===== src/rtl/uart_tx_mmio_pkg.sv =====
// Shared definitions for the memory-mapped UART transmitter: register offsets,
// serialiser state encoding and STATUS bit positions.
package uart_tx_mmio_pkg;

   localparam logic [1:0] UART_TXDATA = 2'd0;
   localparam logic [1:0] UART_STATUS = 2'd1;
   localparam logic [1:0] UART_CTRL   = 2'd2;
   localparam logic [1:0] UART_BAUD   = 2'd3;

   typedef enum logic [1:0] {
      ST_IDLE  = 2'd0,
      ST_START = 2'd1,
      ST_DATA  = 2'd2,
      ST_STOP  = 2'd3
   } tx_state_e;

   localparam int STAT_BUSY    = 0;
   localparam int STAT_FULL    = 1;
   localparam int STAT_EMPTY   = 2;
   localparam int STAT_OVF     = 3;
   localparam int STAT_CNT_LSB = 8;

   // A divider of 0 behaves like 1, so both reload the bit timer with 0.
   function automatic logic [15:0] bit_reload(input logic [15:0] div);
      return (div == 16'd0) ? 16'd0 : div - 16'd1;
   endfunction

endpackage


===== src/rtl/uart_fifo.sv =====
// Synchronous FIFO; push and pop may coincide, including on a full FIFO.
module uart_fifo #(
   parameter int WIDTH = 8,
   parameter int DEPTH = 8
) (
   input  logic                       clk,
   input  logic                       rst,
   input  logic                       push_i,
   input  logic                       pop_i,
   input  logic [WIDTH-1:0]           din_i,
   output logic [WIDTH-1:0]           dout_o,
   output logic                       full_o,
   output logic                       empty_o,
   output logic [$clog2(DEPTH):0]     count_o
);

   localparam int AW = $clog2(DEPTH);

   logic [WIDTH-1:0] mem_q [DEPTH];
   logic [AW-1:0]    wr_ptr_q, rd_ptr_q;
   logic [AW:0]      count_q;
   logic             push_ok, pop_ok;

   assign empty_o = (count_q == '0);
   assign full_o  = (count_q == (AW+1)'(DEPTH));
   assign count_o = count_q;
   assign dout_o  = mem_q[rd_ptr_q];

   assign pop_ok  = pop_i && !empty_o;
   assign push_ok = push_i && (!full_o || pop_ok);

   always_ff @(posedge clk) begin
      if (push_ok) mem_q[wr_ptr_q] <= din_i;
   end

   always_ff @(posedge clk or negedge rst) begin
      if (!rst) begin
         wr_ptr_q <= '0;
         rd_ptr_q <= '0;
         count_q  <= '0;
      end else begin
         if (push_ok) wr_ptr_q <= wr_ptr_q + 1'b1;
         if (pop_ok)  rd_ptr_q <= rd_ptr_q + 1'b1;
         case ({push_ok, pop_ok})
            2'b10:   count_q <= count_q + 1'b1;
            2'b01:   count_q <= count_q - 1'b1;
            default: count_q <= count_q;
         endcase
      end
   end

endmodule


===== src/rtl/uart_tx_mmio.sv =====
// Memory-mapped 8N1 UART transmitter sitting beside data RAM on the MEM-stage port.
//   state    | meaning
//   ST_IDLE  | line high; pops next byte when tx_en and FIFO not empty
//   ST_START | start bit (low) for one bit period
//   ST_DATA  | 8 data bits, LSB first
//   ST_STOP  | stop bit (high) for one bit period
module uart_tx_mmio
   import uart_tx_mmio_pkg::*;
#(
   parameter logic [31:0] BASE_ADDR   = 32'h1FD0_0000,
   parameter int          FIFO_DEPTH  = 8,
   parameter logic [15:0] DEFAULT_DIV = 16'd434
) (
   input  logic        clk,
   input  logic        rst,
   input  logic        ce_i,
   input  logic        we_i,
   input  logic [31:0] addr_i,
   input  logic [3:0]  sel_i,
   input  logic [31:0] data_i,
   output logic [31:0] data_o,
   output logic        hit_o,
   output logic        tx_o,
   output logic        irq_o
);

   localparam int CW = $clog2(FIFO_DEPTH) + 1;

   tx_state_e       state_q, state_d;
   logic [15:0]     cnt_q, cnt_d;
   logic [2:0]      bit_idx_q, bit_idx_d;
   logic [7:0]      shift_q, shift_d;
   logic            tx_q, tx_d;
   logic            irq_q, irq_d;
   logic            tx_en_q, irq_en_q, ovf_q;
   logic [15:0]     div_q;

   logic [1:0]      offset;
   logic            wr, push_req, fifo_push, fifo_pop;
   logic            fifo_full, fifo_empty;
   logic [7:0]      fifo_dout;
   logic [CW-1:0]   fifo_count;
   logic [31:0]     status;
   logic            bit_end;
   logic            unused_ok;

   assign hit_o     = ce_i && (addr_i[31:4] == BASE_ADDR[31:4]);
   assign offset    = addr_i[3:2];
   assign wr        = hit_o && we_i;
   assign push_req  = wr && (offset == UART_TXDATA) && sel_i[0];
   // A push into a full FIFO survives only when the serialiser pops in the same cycle.
   assign fifo_push = push_req && (!fifo_full || fifo_pop);
   assign unused_ok = ^{addr_i[1:0], sel_i[3:2], data_i[31:16]};

   uart_fifo #(.WIDTH(8), .DEPTH(FIFO_DEPTH)) u_fifo (
      .clk     (clk),
      .rst     (rst),
      .push_i  (fifo_push),
      .pop_i   (fifo_pop),
      .din_i   (data_i[7:0]),
      .dout_o  (fifo_dout),
      .full_o  (fifo_full),
      .empty_o (fifo_empty),
      .count_o (fifo_count)
   );

   always_comb begin
      status                        = '0;
      status[STAT_BUSY]             = (state_q != ST_IDLE);
      status[STAT_FULL]             = fifo_full;
      status[STAT_EMPTY]            = fifo_empty;
      status[STAT_OVF]              = ovf_q;
      status[STAT_CNT_LSB +: CW]    = fifo_count;
   end

   always_comb begin
      data_o = '0;
      if (hit_o) begin
         case (offset)
            UART_STATUS: data_o = status;
            UART_CTRL:   data_o = {30'd0, irq_en_q, tx_en_q};
            UART_BAUD:   data_o = {16'd0, div_q};
            default:     data_o = '0;
         endcase
      end
   end

   always_ff @(posedge clk or negedge rst) begin
      if (!rst) begin
         tx_en_q  <= 1'b1;
         irq_en_q <= 1'b0;
         div_q    <= DEFAULT_DIV;
         ovf_q    <= 1'b0;
      end else begin
         if (wr && (offset == UART_CTRL) && sel_i[0]) begin
            tx_en_q  <= data_i[0];
            irq_en_q <= data_i[1];
         end
         if (wr && (offset == UART_BAUD)) begin
            if (sel_i[0]) div_q[7:0]  <= data_i[7:0];
            if (sel_i[1]) div_q[15:8] <= data_i[15:8];
         end
         if (wr && (offset == UART_STATUS) && sel_i[0] && data_i[3]) ovf_q <= 1'b0;
         if (push_req && fifo_full && !fifo_pop) ovf_q <= 1'b1;
      end
   end

   assign bit_end = (cnt_q == 16'd0);

   always_comb begin
      state_d   = state_q;
      cnt_d     = cnt_q;
      bit_idx_d = bit_idx_q;
      shift_d   = shift_q;
      fifo_pop  = 1'b0;
      case (state_q)
         ST_IDLE: begin
            if (tx_en_q && !fifo_empty) begin
               fifo_pop  = 1'b1;
               shift_d   = fifo_dout;
               cnt_d     = bit_reload(div_q);
               bit_idx_d = 3'd0;
               state_d   = ST_START;
            end
         end
         ST_START: begin
            if (bit_end) begin
               cnt_d   = bit_reload(div_q);
               state_d = ST_DATA;
            end else begin
               cnt_d = cnt_q - 16'd1;
            end
         end
         ST_DATA: begin
            if (bit_end) begin
               cnt_d     = bit_reload(div_q);
               shift_d   = {1'b0, shift_q[7:1]};
               bit_idx_d = bit_idx_q + 3'd1;
               if (bit_idx_q == 3'd7) state_d = ST_STOP;
            end else begin
               cnt_d = cnt_q - 16'd1;
            end
         end
         ST_STOP: begin
            if (bit_end) state_d = ST_IDLE;
            else         cnt_d   = cnt_q - 16'd1;
         end
         default: state_d = ST_IDLE;
      endcase
   end

   // The line is registered from the current state, so it trails the FSM by one cycle.
   always_comb begin
      tx_d = 1'b1;
      case (state_q)
         ST_START: tx_d = 1'b0;
         ST_DATA:  tx_d = shift_q[0];
         default:  tx_d = 1'b1;
      endcase
      irq_d = irq_en_q && fifo_empty && (state_q == ST_IDLE);
   end

   always_ff @(posedge clk or negedge rst) begin
      if (!rst) begin
         state_q   <= ST_IDLE;
         cnt_q     <= '0;
         bit_idx_q <= '0;
         shift_q   <= '0;
         tx_q      <= 1'b1;
         irq_q     <= 1'b0;
      end else begin
         state_q   <= state_d;
         cnt_q     <= cnt_d;
         bit_idx_q <= bit_idx_d;
         shift_q   <= shift_d;
         tx_q      <= tx_d;
         irq_q     <= irq_d;
      end
   end

   assign tx_o  = tx_q;
   assign irq_o = irq_q;

endmodule


===== config.mk =====
export PLATFORM = sky130hd
export DESIGN_NAME = uart_tx_mmio
export DESIGN_NICKNAME = d
export VERILOG_FILES = /design/src/rtl/uart_tx_mmio_pkg.sv /design/src/rtl/uart_fifo.sv /design/src/rtl/uart_tx_mmio.sv
export SDC_FILE = /design/constraint.sdc
export NUM_CORES = 1
export LEC_CHECK = 0
export ABC_AREA = 1
export CORE_UTILIZATION = 35
export DETAILED_ROUTE_END_ITERATION = 6
export PLACE_DENSITY = 0.54
export SYNTH_ARGS = -nofsm -noshare
export SYNTH_HDL_FRONTEND = slang
export SYNTH_SLANG_ARGS = --single-unit
export TNS_END_PERCENT = 10

===== constraint.sdc =====
create_clock -name clk -period 6.55 [get_ports clk]
set_clock_uncertainty 0.2 [all_clocks]
set_input_delay 1.31 -clock clk [delete_from_list [all_inputs] [get_ports clk]]
set_output_delay 1.31 -clock clk [all_outputs]
set_load 0.02 [all_outputs]

After elaboration in Yosys (flattened, before gate mapping)
Memory sizes are Yosys's and may differ from the RTL's.
Index checks and enable logic that the tools add are counted.
Word-level totals
  RAM bits: 64
  input port bits: 72
  bits in read-only memories: 0
  register bits after elaboration: 60
  memories: 1
  latch bits: 0
Operators by class
  bitwise operators: 0
  $lt $le $gt $ge: 0
  reduce and logical (&&, ||, !) cells: 38
  eq/ne operators: 17
  multipliers: 0
  shifts and indexed selects: 0
  $add $sub $neg: 7
  muxes and demuxes: 27
  divide/modulo/power cells: 0
Memory list
  u_fifo.mem_q: words 8, width 8, read ports 1, clocked after Yosys merged registers in 0, wr ports 1, line uart_fifo.sv:19  | logic [WIDTH-1:0] mem_q [DEPTH];
Operators with widths (number)
  16-bit case mux with 3 select lines: 2
  16-bit two-way mux: 5
  16-bit logical NOT: 2
  16-bit by 1-bit subtractor with 16-bit output, second input constant: 2
  28-bit by 25-bit equality test with 1-bit output, second input constant: 1
  1-bit logical AND: 18
  8-bit two-way mux: 2
  8-bit case mux with 2 select lines: 1
  2-bit != test, second input constant: 6
  2-bit equality test, second input constant: 5
  2-bit two-way mux: 5
  3-bit by 1-bit adder with 3-bit output, second input constant: 3
  2-bit case mux with 4 select lines: 1
  4-bit case mux with 2 select lines: 1
  2-bit nonzero test: 4
  2-bit by 1-bit equality test with 1-bit output, second input constant: 3
  1-bit two-way mux: 6
  3-bit two-way mux: 2
  3-bit case mux with 2 select lines: 1
  2-bit AND reduction: 3
  5-bit AND reduction: 1
  4-bit by 1-bit adder with 4-bit output, second input constant: 1
  4-bit equality test, second input constant: 1
  2-bit logical NOT: 2
  other kinds (8): 11

Depth between registers and ports, before layout
Gate-level depths: netlist (run 1).
  word-level depth: 10
  gate-level depth with buffers: 18
  depth with buffers taken out: 18

Cells and area by module
Synthesis (run 1) repeated with hierarchy kept, for this count alone.
Unflattened totals
  cell total of the unflattened synthesis: 843
  area, all modules: 6998.0 sq um
By module, submodules not included
  uart_tx_mmio: cells each 589, area an instance 3871.2 sq um, sequential area each 1260.0 sq um, times used 1
  uart_fifo: cells each 254, area an instance 3126.7 sq um, sequential area each 2172.1 sq um, times used 1

Worst setup path before layout (run 1)
Ideal clock, no wire load.
  kind: input-to-output
  from: in addr_i[29]
  to: out data_o[0]
  slack: 2.570 ns
  stages: 9
  arrival time: 2.470 ns
  path buffers: 0
  data required time: 5.040 ns
  cell sequence: inv_1 nand2_1 nor2_1 nand2_1 nor2_2 nand2_2 inv_1 o21ai_0 a31oi_1
On the way
  cells in the longest elaborated chain, start to end: 3
Ends and longest elaborated chain
  start: declaration: line uart_tx_mmio.sv:18  | input logic [31:0] addr_i,
  28-bit by 25-bit equality test with 1-bit output: line uart_tx_mmio.sv:47  | assign hit_o = ce_i && (addr_i[31:4] == BASE_ADDR[31:4]);
  1-bit logical AND: line uart_tx_mmio.sv:47
  named net hit_o: line uart_tx_mmio.sv:22  | output logic hit_o,
  16-bit two-way mux: line uart_tx_mmio.sv:78  | if (hit_o) begin
  end: declaration: line uart_tx_mmio.sv:21  | output logic [31:0] data_o,
The timed path passes the listed nets, and every way through them passes these cells.

Worst setup path in the final report (run 1)
  from: in addr_i[23]
  to: out data_o[0]
On the way
  cells in the longest elaborated chain, start to end: 3
Ends and longest elaborated chain (line)
  28-bit by 25-bit equality test with 1-bit output: uart_tx_mmio.sv:47
  1-bit logical AND: uart_tx_mmio.sv:47
  16-bit two-way mux: uart_tx_mmio.sv:78
Every way passes these cells.

==> results by group, run 1 <==
CTS
  • Worst skew pair latency: 420 ps
  • Clock root buffer: clkbuf_16
  • Clock buffer depth: 2
  • CTS tree: done
  • Hold-fix buffers, CTS: 0
  • Cts repair resizes: 0
  • TritonCTS Buffers: 17
  • Worst-path clk slew: 60 ps
  • Setup Buffers After CTS: 0
  • Number of clock sinks: 124
  • CTS H-tree depth: 4

Floorplanning
  • Die width: 144 um
  • Core Region: 0.0196 mm^2
  • # rows: 51
  • Die Span Y: 144 um
  • Die area: 0.0207 mm^2
  • I/O Pins: 107
  • Initial core utilization: 0.360

Worst setup path
  • Most frequent CP cell: clkdlybuf4s50_1
  • Critical path cell sequence: clkdlybuf4s50_1 > nand2_1 > nor2_1 > nand3b_1 > nor2_2 > nand2_2 > inv_1 > o21ai_0 > a31oi_1 > clkdlybuf4s50_1
  • Critical Path Sink: data_o[0]
  • CP arrival: 3520 ps
  • Worst path buffer plus inverter count: 3
  • Reg2reg setup slack: 3820 ps
  • Critical Path RT: 5040 ps
  • Critical path peak fanout: 16
  • Worst path max stage delay: 670 ps
  • RR Startpoint: state_q[1]
  • Slowest-stage cell, CP: clkdlybuf4s50_1
  • Critical Path Source Type: primary input
  • Number of cells on the critical path: 10
  • WS Path Type: primary input to output port
  • CP top delay family: buffers and inverters
  • FF-to-FF End: u_fifo.count_o[1]
  • R2R cell count: 11
  • CP Launch Point: addr_i[23]
  • Setup crit end kind: output port

Timing
  • Final Setup Violations: 0
  • Number of hold violations in the final report: 0
  • TNS Setup: 0 ps
  • Final WS setup: 1520 ps
  • Final Critical Period: 5030 ps
  • Slew Limit Fails: 0
  • Period utilization: 0.768
  • Final hold slack: 269 ps
  • Worst slew margin: 0.391
  • Max Freq: 0.199 GHz
  • RSZ-0062 raised after global routing: false
  • Tightest Pin Transition: 914 ps

Logic synthesis
  • Top post-synthesis cells by area: edfxtp_1 (27%), dfrtp_1 (19%), nand2_1 (15%), nand3_1 (7.1%), nor2_1 (5.9%)
  • Yosys top cell area share: 0.273
  • Largest area contributor in the netlist: edfxtp_1
  • Post-Syn Instances: 881
  • Yosys cell types: 41
  • Syn avg cell area: 8.00 um^2
  • Register area share after synthesis: 0.487
  • Synth Flop Type: edfxtp_1
  • Post-synth EDFFs: 64
  • Synthesized cell area: 0.00705 mm^2
  • Synth async-reset ratio: 0.484
  • Seq cells post-synth: 124
  • YS warnings: 0

Global route
  • First-pass GRT wire length: 27500 um
  • GRT overflow: 0
  • Largest net degree at the start of global routing: 61
  • GRT Total Usage: 0.174
  • Initial antenna violation count: 0
  • Vias in the first global route: 5348

Outcome
  • Outcome: finished clean

Min path
  • Hold depth: 2
  • Worst min path class: register to register

Placement
  • GP Congestion: 0.813
  • Port Buffer Count: 70
  • Dpl hpwl: 11700 um
  • Dpl cell area: 0.00791 mm^2
  • Placement Setup Slack: 1510 ps
  • Cells after DPL: 1196

Route
  • Met1 Routed Length: 7980 um
  • Pre-antenna DRT Iters: 5
  • Final ANT Viol Nets: 0
  • Top routing layer in use: met4
  • DR vias/cell: 4.68
  • Vias: 5743
  • Drt initial violations: 442
  • WL/cell: 13.5 um
  • DRC violations left: 0
  • Met2 Wirelength: 7810 um
  • Detailed Route WL: 16600 um
  • Metal3 WL: 651 um

Pwr
  • Clock share of power: 0.520
  • P_sw: 0.431 mW
  • Sequential Power Share: 0.442
  • Pwr per Cell Area: 218 mW/mm^2
  • Logic pwr share: 0.038
  • Power Total: 1.86 mW
  • P_leak: 3.88 nW
  • Int Power: 1.43 mW
  • VDD IR-drop max: 172 uV
  • Sw Ratio: 0.232

Finish
  • Layout area overhead: 20.8%
  • Area of the multi-input gates: 0.00311 mm^2
  • Layout fillers: 1983
  • Non-filler instance count after layout: 1228
  • Final Util: 0.435
  • N_diodes: 0
  • Layout Nets: 1036
  • Share of post-route cells with drive strength above 1: 0.0914
  • Final instance area: 0.00851 mm^2
  • Storage element area: 0.00343 mm^2

Job
  • Max Cap Viol: 0
==> synthesized netlist by cell type (2+ instances only) <==
master and number:
dfstp_2 7, or2_2 7, nand3_2 4, inv_1 79, buf_2 4, nand3_1 100, a21oi_1 8, nor3_1 6
o22ai_1 2, dfrtp_1 53, ha_1 14, nor2_1 110, nor2_4 3, buf_1 3, nand4_2 2, nand3b_1 6
o21ai_2 8, xor2_1 16, nand2_2 9, o21ai_1 3, o21ai_0 38, nand4_1 9, nand2_1 273, clkbuf_1 9
nor2_2 6, clkinv_1 4, buf_6 3, buf_4 19, edfxtp_1 64
==> layer usage <==
layer,vias to the layer above,GRT usage
li1,2964,-
met1,2655,0.235
met2,113,0.276
met3,11,0.0453
met4,0,0.0476
met5,-,0
==> placed cells by master (no fill, tap or decap), types with 4 or more instances in the layout <==
cell type and instances:
inv_1 79, dfstp_2 7, clkinv_1 5, nor3_1 6
o21ai_0 38, ha_1 14, nand2_2 9, conb_1 16
nand3_2 4, nor2_2 6, o21ai_2 8, clkdlybuf4s50_1 69
nand3_1 100, dfrtp_1 53, xor2_1 16, inv_6 6
nor2_1 110, or2_2 7, nand2_1 273, clkbuf_16 17
edfxtp_1 64, a21oi_1 8, nand3b_1 6, nand4_1 9
==> kinds of logic after synthesis <==
group	count (synthesis)	synth area share
AO/OA/AOI/OAI	64	0.0543
XOR/XNOR	17	0.0211
multiplexers	1	0.00160
flip-flops	124	0.487
adder cells (fa/ha/maj)	14	0.0249
buffers and inverters	123	0.0799
other	1	0.000532
AND/OR/NAND/NOR	537	0.330
==> sequential cells by signal, summed over array words and instances, names as in the netlist, 2 cells and up <==
signal / count
u_fifo.count_o: 4
cnt_q: 16
state_q: 2
bit_idx_q: 3
div_q: 16
u_fifo.rd_ptr_q: 3
u_fifo.wr_ptr_q: 3
shift_q: 8
u_fifo.mem_q: 64
==> layout make-up <==
class,instances,share of cell area
multi-input cells,649,0.365
clock buffers,17,0.0500
repair buffers,73,0.0844
inverters,85,0.0378
flip-flops and latches,124,0.403
clock inverters,15,0.0207
well taps,265,0.0390
==> worst register-to-register path, stage by stage (launching register included) <==
cell and delay [ps]:
dfrtp_1 410, inv_1 110, ha_1 250, nand3_1 200, nand2_2 200, nand3_1 160, ha_1 320, nand2_1 90
inv_1 40, nor2_1 120, ha_1 240, mux2_2 250
==> power by group through the flow <==
stage | Sequential (mW) | Clock (mW) | Combinational [mW]
2_1_floorplan | 0.837 | 0 | 0.0279
3_3_place_gp | 0.837 | 0 | 0.0711
3_5_place_dp | 0.837 | 0 | 0.0713
4_1_cts | 0.821 | 0.984 | 0.0716
5_1_grt | 0.821 | 1.02 | 0.0788
6_report | 0.821 | 0.967 | 0.0701
==> how the worst min path moves through the flow <==
stage / from / endpoint / slack (ps)
detailed placement: shift_q[2] / shift_q[2] / 260
global route: shift_q[1] / shift_q[1] / 290
finish: shift_q[1] / shift_q[1] / 270
CTS: div_q[1] / div_q[1] / 280
global placement: shift_q[4] / shift_q[4] / 260
floorplan: shift_q[1] / shift_q[1] / 240
Note: power is estimated with default switching activity, not from simulation.
==> run 2, diff against run 1 <==
- clock period: 6.55 -> 4.7 ns (I/O delays scaled with it)
==> run 2 against run 1 <==
Die area did not move; highest routed layer unchanged; critical endpoint is now data_o[2]; non-clock buffer count increased by 2; combinational power grew 40%; clock-buffer cell count did not move.
==> results by group, run 2 (synthesized netlist as in run 1, its figures left out) <==
Worst setup path
  • Critical Path Source Type: primary input (unchanged)
  • Setup crit end kind: output port (unchanged)
  • WS Path Type: primary input to output port (unchanged)
  • Critical path peak fanout: 17 (was 16)
  • R2R cell count: 11 (unchanged)
  • CP arrival: 3050 ps (was 3520 ps)
  • Reg2reg setup slack: 1920 ps (was 3820 ps)
  • Critical Path RT: 3560 ps (was 5040 ps)

Floorplanning
  • Initial core utilization: 0.360 (unchanged)
  • Die width: 144 um (unchanged)
  • Core Region: 0.0196 mm^2 (unchanged)
  • Die Span Y: 144 um (unchanged)
  • Die area: 0.0207 mm^2 (unchanged)
  • # rows: 51 (unchanged)
  • I/O Pins: 107 (unchanged)

CTS
  • CTS tree: done (unchanged)
  • Clock root buffer: clkbuf_16 (unchanged)
  • Clock buffer depth: 2 (unchanged)
  • Number of clock sinks: 124 (unchanged)
  • Worst skew pair latency: 430 ps (was 420 ps)
  • TritonCTS Buffers: 17 (unchanged)
  • Worst-path clk slew: 60 ps (about the same)
  • CTS H-tree depth: 4 (unchanged)
  • Cts repair resizes: 0 (unchanged)
  • Setup Buffers After CTS: 0 (unchanged)
  • Hold-fix buffers, CTS: 0 (unchanged)

Outcome
  • Outcome: finished clean (unchanged)

Pwr
  • P_sw: 0.615 mW (was 0.431 mW)
  • Int Power: 1.94 mW (was 1.43 mW)
  • Logic pwr share: 0.038 (about the same)
  • Clock share of power: 0.515 (was 0.520)
  • Sequential Power Share: 0.447 (was 0.442)
  • Pwr per Cell Area: 300 mW/mm^2 (was 218 mW/mm^2)
  • Power Total: 2.56 mW (was 1.86 mW)
  • VDD IR-drop max: 206 uV (was 172 uV)
  • P_leak: 3.89 nW (was 3.88 nW)
  • Sw Ratio: 0.240 (was 0.232)

Finish
  • Share of post-route cells with drive strength above 1: 0.0943 (was 0.0914)
  • Layout Nets: 1038 (was 1036)
  • Largest register FFs: 64 (unchanged)
  • Commonest non-fill, non-tap cells in the layout: nand2_1 (273), nor2_1 (110), nand3_1 (100) (unchanged)
  • Largest regs: u_fifo.mem_q x64, cnt_q x16, div_q x16 (unchanged)
  • N_diodes: 0 (unchanged)
  • Commonest non-fill, non-tap cell in the layout: nand2_1 (unchanged)
  • Reg with most FFs: u_fifo.mem_q (unchanged)
  • Layout area overhead: 20.9% (was 20.8%)
  • Final Util: 0.435 (about the same)
  • Non-filler instance count after layout: 1230 (was 1228)

Min path
  • Hold depth: 2 (unchanged)
  • Worst min path class: register to register (unchanged)

Route
  • Vias: 5794 (was 5743)
  • Final ANT Viol Nets: 0 (unchanged)
  • Pre-antenna DRT Iters: 5 (unchanged)
  • Drt initial violations: 388 (was 442)
  • WL/cell: 13.6 um (was 13.5 um)
  • Detailed Route WL: 16800 um (was 16600 um)
  • DRC violations left: 0 (unchanged)
  • DR vias/cell: 4.71 (was 4.68)

Global route
  • Vias in the first global route: 5517 (was 5348)
  • Initial antenna violation count: 0 (unchanged)
  • GRT Total Usage: 0.174 (about the same)
  • GRT overflow: 0 (unchanged)
  • Largest net degree at the start of global routing: 35 (was 61)
  • First-pass GRT wire length: 27700 um (was 27500 um)

Placement
  • Cells after DPL: 1198 (was 1196)
  • Dpl hpwl: 12000 um (was 11700 um)
  • Port Buffer Count: 70 (unchanged)
  • GP Congestion: 0.805 (was 0.813)

Timing
  • Tightest Pin Transition: 854 ps (was 914 ps)
  • RSZ-0062 raised after global routing: false (unchanged)
  • Final Critical Period: 4190 ps
  • Final Setup Violations: 0 (unchanged)
  • Number of hold violations in the final report: 0 (unchanged)
  • Period utilization: 0.891
  • TNS Setup: 0 ps (unchanged)
  • Slew Limit Fails: 0 (unchanged)
  • Max Freq: 0.239 GHz
  • Worst slew margin: 0.429 (was 0.391)

Job
  • Max Cap Viol: 0 (unchanged)
## run 2: cell types whose count changed in the layout (fill, tap and decap cells not counted), sizes merged
cell    before  now
clkinv       8    9
buf          4    6
bufinv       2    1
## run 2: metal layers
layer	vias up	track usage	routed length (um)
li1	2972	-	-
met1	2681	0.229	7880
met2	125	0.286	7990
met3	16	0.0393	710
met4	0	0.0504	187
met5	-	0	0
## run 2: layout make-up
cell class	count	area [um^2]
Clock buffer	17	425
Clock inverter	15	170
Fill cell	1972	11100
Inverter	85	322
Multi-Input combinational cell	649	3110
Sequential cell	124	3430
Tap cell	265	332
Timing Repair Buffer	75	733
## run 2: stage by stage
| stage | hold WS [ps] | worst slack, ps | instance area, um^2 |
|---|---|---|---|
| floorplan | 242 | 1460 | 7100 |
| global placement | 257 | 483 | 7930 |
| detailed placement | 257 | 474 | 7930 |
| CTS | 275 | 478 | 8520 |
| global route | 287 | 330 | 8520 |
| finish | 269 | 510 | 8520 |
## run 2: worst max-delay path: stages
cell and delay (ps):
clkdlybuf4s50_1 500, nand2_1 260, clkinv_1 450, a21oi_1 280
nor2_1 50, clkdlybuf4s50_1 560
## run 2: worst paths after layout
check                                          to       start
min in group asynchronous               cnt_q[14]         rst
worst min register to register         shift_q[4]  shift_q[4]
worst max-delay path                    data_o[2]   addr_i[3]
max in group asynchronous                div_q[1]         rst
worst max register to register  u_fifo.count_o[1]  state_q[0]
worst min-delay path                   shift_q[4]  shift_q[4]
## run 2: power by group through the flow
stage	sequential, mW	combinational (mW)	clock [mW]
global route	1.14	0.110	1.39
CTS	1.14	0.100	1.35
finish	1.14	0.0979	1.32
detailed placement	1.17	0.0999	0
floorplan	1.17	0.0389	0
global placement	1.17	0.0993	0
